`config.mk`:
```
export PLATFORM = sky130hd
export DESIGN_NAME = csk_serial_subtractor
export DESIGN_NICKNAME = d
export VERILOG_FILES = /design/src/rtl/csk_sub_pkg.sv /design/src/rtl/csk_sub_block.sv /design/src/rtl/csk_serial_subtractor.sv
export SDC_FILE = /design/constraint.sdc
export NUM_CORES = 1
export LEC_CHECK = 0
export CAP_MARGIN = 40
export CORE_MARGIN = 3
export CORE_UTILIZATION = 50
export CTS_CLUSTER_SIZE = 20
export DETAILED_ROUTE_END_ITERATION = 12
export GPL_TIMING_DRIVEN = 0
export PLACE_DENSITY = 0.78
export SLEW_MARGIN = 5
export SYNTH_ARGS = -nofsm -noshare
export SYNTH_HDL_FRONTEND = slang
export SYNTH_SLANG_ARGS = --single-unit
```
`constraint.sdc`:
```
create_clock -name clk -period 4.35 [get_ports clk]
set_input_delay 0.6525 -clock clk [delete_from_list [all_inputs] [get_ports clk]]
set_output_delay 0.6525 -clock clk [all_outputs]
set_load 0.05 [all_outputs]
```
`src/rtl/csk_sub_pkg.sv`:
```
// Shared constants and types for the block-serial carry-skip subtractor.
//   WIDTH : operand/result width in bits
//   BLK   : carry-skip block width processed per clock
//   NB    : number of blocks, ceil(WIDTH/BLK)
//   IDX_W : width of the block-index counter
//   LAST_W: number of valid bits in the final (possibly partial) block
package csk_sub_pkg;

    localparam int unsigned WIDTH  = 11;
    localparam int unsigned BLK    = 2;
    localparam int unsigned NB     = (WIDTH + BLK - 1) / BLK;
    localparam int unsigned IDX_W  = (NB > 1) ? $clog2(NB) : 1;
    localparam int unsigned LAST_W = WIDTH - BLK * (NB - 1);

    typedef enum logic [1:0] {
        StIdle = 2'd0,
        StRun  = 2'd1,
        StDone = 2'd2
    } state_e;

endpackage

```
`src/rtl/csk_sub_block.sv`:
```
// One carry-skip block of the serial subtractor (purely combinational).
// The caller supplies the minuend bits and the already-inverted subtrahend bits.
// Ports:
//   a        : minuend slice
//   b_inv    : inverted subtrahend slice
//   cin      : carry into the block
//   mask     : 1 for bits that exist in the operand (contiguous from bit 0)
//   s        : sum bits (only masked-in bits are meaningful)
//   cout     : carry out of the highest valid bit, ripple OR skip
//   c_msb_in : carry into the highest valid bit
module csk_sub_block #(
    parameter int unsigned BlkW = 2
) (
    input  logic [BlkW-1:0] a,
    input  logic [BlkW-1:0] b_inv,
    input  logic            cin,
    input  logic [BlkW-1:0] mask,
    output logic [BlkW-1:0] s,
    output logic            cout,
    output logic            c_msb_in
);

    logic [BlkW-1:0] p;
    logic [BlkW-1:0] g;
    logic [BlkW:0]   c;
    logic            skip;

    always_comb begin
        // Missing bits are made transparent (propagate, never generate) so the
        // carry out of the top valid bit travels unchanged to the block output.
        p    = (a ^ b_inv) | ~mask;
        g    = a & b_inv & mask;
        c    = '0;
        c[0] = cin;
        for (int i = 0; i < BlkW; i++) begin
            c[i+1] = g[i] | (p[i] & c[i]);
        end
        s    = (a ^ b_inv) ^ c[BlkW-1:0];
        skip = (&p) & cin;
        cout = c[BlkW] | skip;
        c_msb_in = cin;
        for (int i = 0; i < BlkW; i++) begin
            if (mask[i]) begin
                c_msb_in = c[i];
            end
        end
    end

endmodule

```
`src/rtl/csk_serial_subtractor.sv`:
```
// Block-serial two's-complement subtractor: d = x - y, one BLK-bit carry-skip
// block per clock, computed as x + ~y + 1.
// Ports:
//   clk, rst_n          : clock, synchronous active-low reset
//   in_valid, in_ready  : operand handshake (accepted only in idle)
//   x, y                : minuend, subtrahend
//   out_valid, out_ready: result handshake (result held until taken)
//   d                   : difference modulo 2^WIDTH
//   borrow              : x < y unsigned (inverse of final carry)
//   ovf                 : signed overflow
module csk_serial_subtractor
    import csk_sub_pkg::*;
(
    input  logic             clk,
    input  logic             rst_n,
    input  logic             in_valid,
    output logic             in_ready,
    input  logic [WIDTH-1:0] x,
    input  logic [WIDTH-1:0] y,
    output logic             out_valid,
    input  logic             out_ready,
    output logic [WIDTH-1:0] d,
    output logic             borrow,
    output logic             ovf
);

    state_e             state_q, state_d;
    logic [WIDTH-1:0]   x_q, x_d;
    logic [WIDTH-1:0]   yn_q, yn_d;
    logic [IDX_W-1:0]   blk_q, blk_d;
    logic               carry_q, carry_d;
    logic [WIDTH-1:0]   d_q, d_d;
    logic               borrow_q, borrow_d;
    logic               ovf_q, ovf_d;

    logic [BLK-1:0]     blk_a;
    logic [BLK-1:0]     blk_b;
    logic [BLK-1:0]     blk_mask;
    logic [BLK-1:0]     blk_s;
    logic               blk_cout;
    logic               blk_c_msb_in;
    logic               last_blk;

    // Route the operand bits of the current block to the block adder; bits
    // beyond WIDTH stay masked out in the partial last block.
    always_comb begin
        blk_a    = '0;
        blk_b    = '0;
        blk_mask = '0;
        for (int i = 0; i < int'(WIDTH); i++) begin
            if (IDX_W'(i / BLK) == blk_q) begin
                blk_a[i % BLK]    = x_q[i];
                blk_b[i % BLK]    = yn_q[i];
                blk_mask[i % BLK] = 1'b1;
            end
        end
    end

    csk_sub_block #(
        .BlkW (BLK)
    ) u_block (
        .a        (blk_a),
        .b_inv    (blk_b),
        .cin      (carry_q),
        .mask     (blk_mask),
        .s        (blk_s),
        .cout     (blk_cout),
        .c_msb_in (blk_c_msb_in)
    );

    assign last_blk = (blk_q == IDX_W'(NB - 1));

    always_comb begin
        state_d  = state_q;
        x_d      = x_q;
        yn_d     = yn_q;
        blk_d    = blk_q;
        carry_d  = carry_q;
        d_d      = d_q;
        borrow_d = borrow_q;
        ovf_d    = ovf_q;
        case (state_q)
            StIdle: begin
                if (in_valid) begin
                    x_d     = x;
                    yn_d    = ~y;
                    carry_d = 1'b1;
                    blk_d   = '0;
                    state_d = StRun;
                end
            end
            StRun: begin
                carry_d = blk_cout;
                for (int i = 0; i < int'(WIDTH); i++) begin
                    if (IDX_W'(i / BLK) == blk_q) begin
                        d_d[i] = blk_s[i % BLK];
                    end
                end
                if (last_blk) begin
                    borrow_d = ~blk_cout;
                    ovf_d    = blk_c_msb_in ^ blk_cout;
                    state_d  = StDone;
                end else begin
                    blk_d = blk_q + IDX_W'(1);
                end
            end
            StDone: begin
                if (out_ready) begin
                    state_d = StIdle;
                end
            end
            default: state_d = StIdle;
        endcase
    end

    always_ff @(posedge clk) begin
        if (!rst_n) begin
            state_q  <= StIdle;
            x_q      <= '0;
            yn_q     <= '0;
            blk_q    <= '0;
            carry_q  <= 1'b0;
            d_q      <= '0;
            borrow_q <= 1'b0;
            ovf_q    <= 1'b0;
        end else begin
            state_q  <= state_d;
            x_q      <= x_d;
            yn_q     <= yn_d;
            blk_q    <= blk_d;
            carry_q  <= carry_d;
            d_q      <= d_d;
            borrow_q <= borrow_d;
            ovf_q    <= ovf_d;
        end
    end

    assign in_ready  = (state_q == StIdle);
    assign out_valid = (state_q == StDone);
    assign d         = d_q;
    assign borrow    = borrow_q;
    assign ovf       = ovf_q;

endmodule
```
---- Word level (Yosys, flattened, before mapping) ----
Cells that the tools add are included.
storage, ports and cells
  register bits after elaboration ......... 41
  bits of input ports ..................... 26
  output and inout bits ................... 15
  word-level logic and storage cells ...... 94
cells by class
  add/subtract/negate cells ............... 1
  equal/unequal tests ..................... 12
  mux-type cells .......................... 38
  bitwise logic cells ..................... 15
  reductions and logical operators ........ 15
operator list
  kind                                                 count
  2-to-1 mux 1 bit                                     30
  AND reduction 2 bit                                  10
  inverter 11 bit                                      1
  equality test 2 x 3 -> 1 bit, first input constant   2
  equality test 3 bit, first input constant            2
  2-to-1 mux 2 bit                                     3
  2-to-1 mux 3 bit                                     2
  != test 2 bit, second input constant                 3
  one-hot mux 2 bit (3 select lines)                   1
  one-hot mux 3 bit (2 select lines)                   1
  AND reduction 3 bit                                  2
  bitwise AND 2 bit                                    2
  XOR 2 bit                                            2
  adder 3 x 1 -> 3 bit, second input constant          1
  bitwise AND 1 bit                                    3
  equality test 1 x 3 -> 1 bit, first input constant   1
  equality test 3 bit, second input constant           1
  zero test 3 bit                                      1
  bitwise OR 1 bit                                     3
  equality test 2 x 1 -> 1 bit, second input constant  1
  equality test 2 bit, second input constant           1
  zero test 2 bit                                      1
  != test 2 x 1 -> 1 bit, second input constant        1
  inverter 2 bit                                       1
  other kinds (5)                                      5

---- Longest topological paths before layout ----
  depth in word-level cells ............... 15
  mapped depth ............................ 13
  mapped depth without buffers ............ 11

---- Hierarchy ----
From an unflattened synthesis, not the netlist that was laid out.
second synthesis, totals
  cell total of the unflattened synthesis .. 230
  area total of the unflattened synthesis .. 2157.1 µm²
modules (own cells, without submodules)
  module                 instances  cells an instance  area each (µm²)  seq. area each (µm²)
  csk_serial_subtractor  1          217                2063.2           820.8
  csk_sub_block          1          13                 93.8             0.0

---- Worst setup path before layout ----
OpenSTA, ideal clock, no wires.
  path type ............................... flip-flop to flip-flop
  start point ............................. register blk_q[1]
  end point ............................... register d_q[7], in the netlist d[7]
  setup time .............................. 87 ps
  arrival ................................. 2442 ps
  data required time ...................... 4263 ps
  path slack .............................. 1821 ps
  cell stages (with the launch flop) ...... 13
  path buffers ............................ 1
  period minus slack after synthesis ...... 2529 ps
  cell sequence ........................... dfxtp_1 ha_1 ha_1 clkbuf_1 nand2_1 nand2_1 a21oi_1 o21ai_0 ha_1 a21bo_1 a22o_4 xnor2_4 o31ai_1
between the ends
  longest elaborated chain between the ends .. 12
  elaborated cells between the ends (all ways) .. 43
  classes of those cells .................. eq/ne (5); mux (28); bitwise (8); reduce/logical (2)
RTL lines
  item                                                line                                      text
  start, declared                                     csk_serial_subtractor.sv:30               logic [IDX_W-1:0] blk_q, blk_d;
  start signal, assigned                              csk_serial_subtractor.sv:130              blk_q <= blk_d;
  zero test 3 bit                                     csk_serial_subtractor.sv:51               if (IDX_W'(i / BLK) == blk_q) begin
  2-to-1 mux 1 bit (6 in series)                      csk_serial_subtractor.sv:51
  XOR 2 bit / inverter 2 bit (equally long branches)  csk_sub_block.sv:31, csk_sub_block.sv:38
  bitwise OR 2 bit                                    csk_sub_block.sv:31                       p = (a ^ b_inv) | ~mask;
  bitwise AND 1 bit                                   csk_sub_block.sv:36                       c[i+1] = g[i] | (p[i] & c[i]);
  bitwise OR 1 bit                                    csk_sub_block.sv:36
  XOR 2 bit                                           csk_sub_block.sv:38                       s = (a ^ b_inv) ^ c[BlkW-1:0];
  end signal, assigned                                csk_serial_subtractor.sv:123              d_q <= '0;
  end signal, assigned                                csk_serial_subtractor.sv:132              d_q <= d_d;
  end, declared                                       csk_serial_subtractor.sv:32               logic [WIDTH-1:0] d_q, d_d;
Several ways; a longest one is shown, not always the timed one.
A chain may end at the register's enable or synchronous reset.

---- Final worst setup path ----
Same ends and word-level chain as after synthesis.

==> metrics.yaml <==
status: "complete, no violations"
drtIter0Drc: 112
power.switching_uw: 233
drv_slew: 0
overflow: 0
drtAntennaViolNets: 0
regToRegSetupSlack_ns: 1.23
p_int_uw: 653
regToRegEndpoint: "d[7]"
synth_area_um2: 1980
postLayoutCoreUtil_pct: 68.3
hold_buffers: 0
core_um2: 3740
cts_setup_buffers: 0
diodes: 0
synth_seq_cells: 41
start_util_pct: 52.9
hold_path_class: "flop to flop"
die-area_um2: 4750
rsz0062_at_grt: "false"
synth_top_area_share_pct: 41.4
clock_path_buffers: 2
cts_tree: "yes"
layout_commonest_cell: "nand2_1"
crit-reg2reg-launch: "blk_q[1]"
worst_pin_slew_ns: 0.518
grt_max_degree: 13
path_max_fanout: 10
hold_start: "x_q[10]"
yosysWarnings: 0
p_sw_share_pct: 26.3
power_uw: 886
pwr-share-seq_pct: 45.9
area_growth_pct: 29.1
crit_buf_inv: 2
startpoint_type: "flop"
slew_headroom_pct: 65.2
clkTransAtPathRegs_ns: 0.08
cts_sinks: 41
final_cell_mix: "nand2_1, dfxtp_1, clkdlybuf4s50_1"
h-tree-depth: 2
fmax_ghz: 0.321
yosysUniqueCellTypes: 43
finalSetupTns_ns: 0
min_path_cells: 2
wl_um: 4350
routedWlPerCell_um: 12.9
synth_top_area_cell: "dfxtp_1"
p_leak_nw: 0.938
cp.required_ns: 4.56
max_cap_viol_count: 0
io-pin-count: 41
slowest_delay_ns: 0.42
avgSynthCellArea_um2: 8.18
clock_power_share_pct: 35.6
ys_seq_area_share_pct: 41.4
pre_cts_slack_ns: 1.33
syn-num-nets: 275
yosys-top-cells-area: "dfxtp_1, nand2_1, a21oi_1, a211oi_1, nor2_1"
numPortBuffers: 40
num_vias: 1801
p_comb_share_pct: 18.5
layout_min_cycle_time_ns: 3.12
finalCritPeriodShare_pct: 71.7
grt_pass1_vias: 1582
end_kind: "flop"
num-fill-cells: 338
grt_pass1_wl_um: 6930
final_layout_size_suffix_gt1_share_pct: 8.28
viasPerCell: 5.33
final_hold_viol_count: 0
netlist_instances: 242
cp.arrival_ns: 3.33
crit_type: "flop to flop"
powerDensity_nw_per_um2: 347
path_cells: "inv_1 -> ha_1 -> clkbuf_1 -> nand2_1 -> a21oi_1 -> a21oi_1 -> o31ai_1 -> ha_1 -> a21bo_1 -> a22o_4 -> xnor2_4 -> o31ai_1"
drtPass1Iterations: 4
gp_congestion: 0.831
row_count: 22
rr_worst_depth: 12
peakVddDrop_mv: 0.215
multi_input_area_um2: 1050
die_h_um: 68.9
drc: 0
regArea_um2: 821
cts_made_buffers: 5
dp_hpwl_um: 3220
grt_antenna_before_repair: 0
clockRootBuffer: "clkbuf_8"
finalClockSkew_ns: 0.00286
critPathTopFamily: "compound AO/OA/AOI/OAI gates"
clock_latency_ns: 0.29
crit_slowest_cell: "clkbuf_1"
cts.repair.resized: 0
timing.final.ws_setup_ns: 1.23
critical_path_depth: 12
worstHoldEndpoint: "x_q[10]"
fp.dieW_um: 68.9
final_nets: 322
setup_viol_count_final: 0
track_usage_pct: 19.4
hold_ws_ns: 0.459
registers in the layout, summed over array words and instances (netlist names):
name and flops:
blk_q 3, yn_q 11, d 11, ovf 1
x_q 11, carry_q 1, borrow 1, state_q 2
worst register-to-register path, cell delays in order, from the launching register on:
cell and delay (ns):
dfxtp_1 0.39, inv_1 0.11, ha_1 0.33, clkbuf_1 0.42, nand2_1 0.15, a21oi_1 0.18, a21oi_1 0.07, o31ai_1 0.23
ha_1 0.25, a21bo_1 0.25, a22o_4 0.30, xnor2_4 0.15, o31ai_1 0.22
power by group through the flow:
stage	Sequential [mW]	Combinational, mW	Clock (mW)
after floorplan	0.422	0.0998	0
after global placement	0.415	0.160	0
after detailed placement	0.416	0.162	0
after CTS	0.407	0.163	0.319
after global routing	0.409	0.179	0.335
final	0.407	0.164	0.316
cell type report:
cell class,instances,area share [%]
multi-input cells,177,41.0
flip-flops and latches,41,32.1
repair buffers,40,15.7
clock buffers,7,3.38
plain buffers,16,3.13
well taps,48,2.35
clock inverters,1,1.17
inverters,8,1.17
metal layers:
layer	part of all wire, %	vias up	track usage [%]	routed length (um)
li1	-	938	-	-
met1	49	808	24.3	2110
met2	45	48	32.9	1970
met3	5.2	7	4.05	224
met4	1.0	0	7.06	44
met5	0	-	0	0
Yosys cell counts, drive strengths merged:
cell type and instances:
nand2 48, dfxtp 41, a21oi 26, nor2 26, a211oi 16, buf 8, clkbuf 8, inv 8
ha 7, o21ai 7, and3 5, a31oi 4, o22ai 4, o31ai 4, nand3 3, nand3b 3
nor2b 3, mux2i 2, nor3b 2, xnor2 2, a21bo 1, a221oi 1, a22o 1, a22oi 1
a311oi 1, a32oi 1, and2 1, and2b 1, and4b 1, nand2b 1, nor3 1, o211ai 1
o31a 1, o32a 1, o32ai 1
per-stage QoR:
| stage | std cells | instance area [um2] |
|---|---|---|
| after global placement | 330 | 2440 |
| after CTS | 338 | 2560 |
| final | 338 | 2560 |
| after global routing | 338 | 2560 |
| after detailed placement | 330 | 2440 |
| after floorplan | 242 | 1980 |
logic make-up after synthesis:
| logic type | count (synthesis) | share of synthesized area (%) |
|---|---|---|
| XOR/XNOR | 2 | 1.83 |
| adder cells (fa/ha/maj) | 7 | 4.42 |
| buffers and inverters | 24 | 5.56 |
| flip-flops | 41 | 41.4 |
| AO/OA/AOI/OAI | 71 | 23.8 |
| AND/OR/NAND/NOR | 95 | 21.9 |
| multiplexers | 2 | 1.01 |
worst max path at each step:
stage / from / to / slack [ns]
final: blk_q[1] / d[7] / 1.23
after global routing: blk_q[1] / d[7] / 1.03
after CTS: blk_q[1] / d[7] / 1.28
after detailed placement: blk_q[1] / d[7] / 1.33
after global placement: blk_q[1] / d[7] / 1.40
after floorplan: blk_q[1] / d[7] / 1.82
Power figures use the tool's default switching activity.
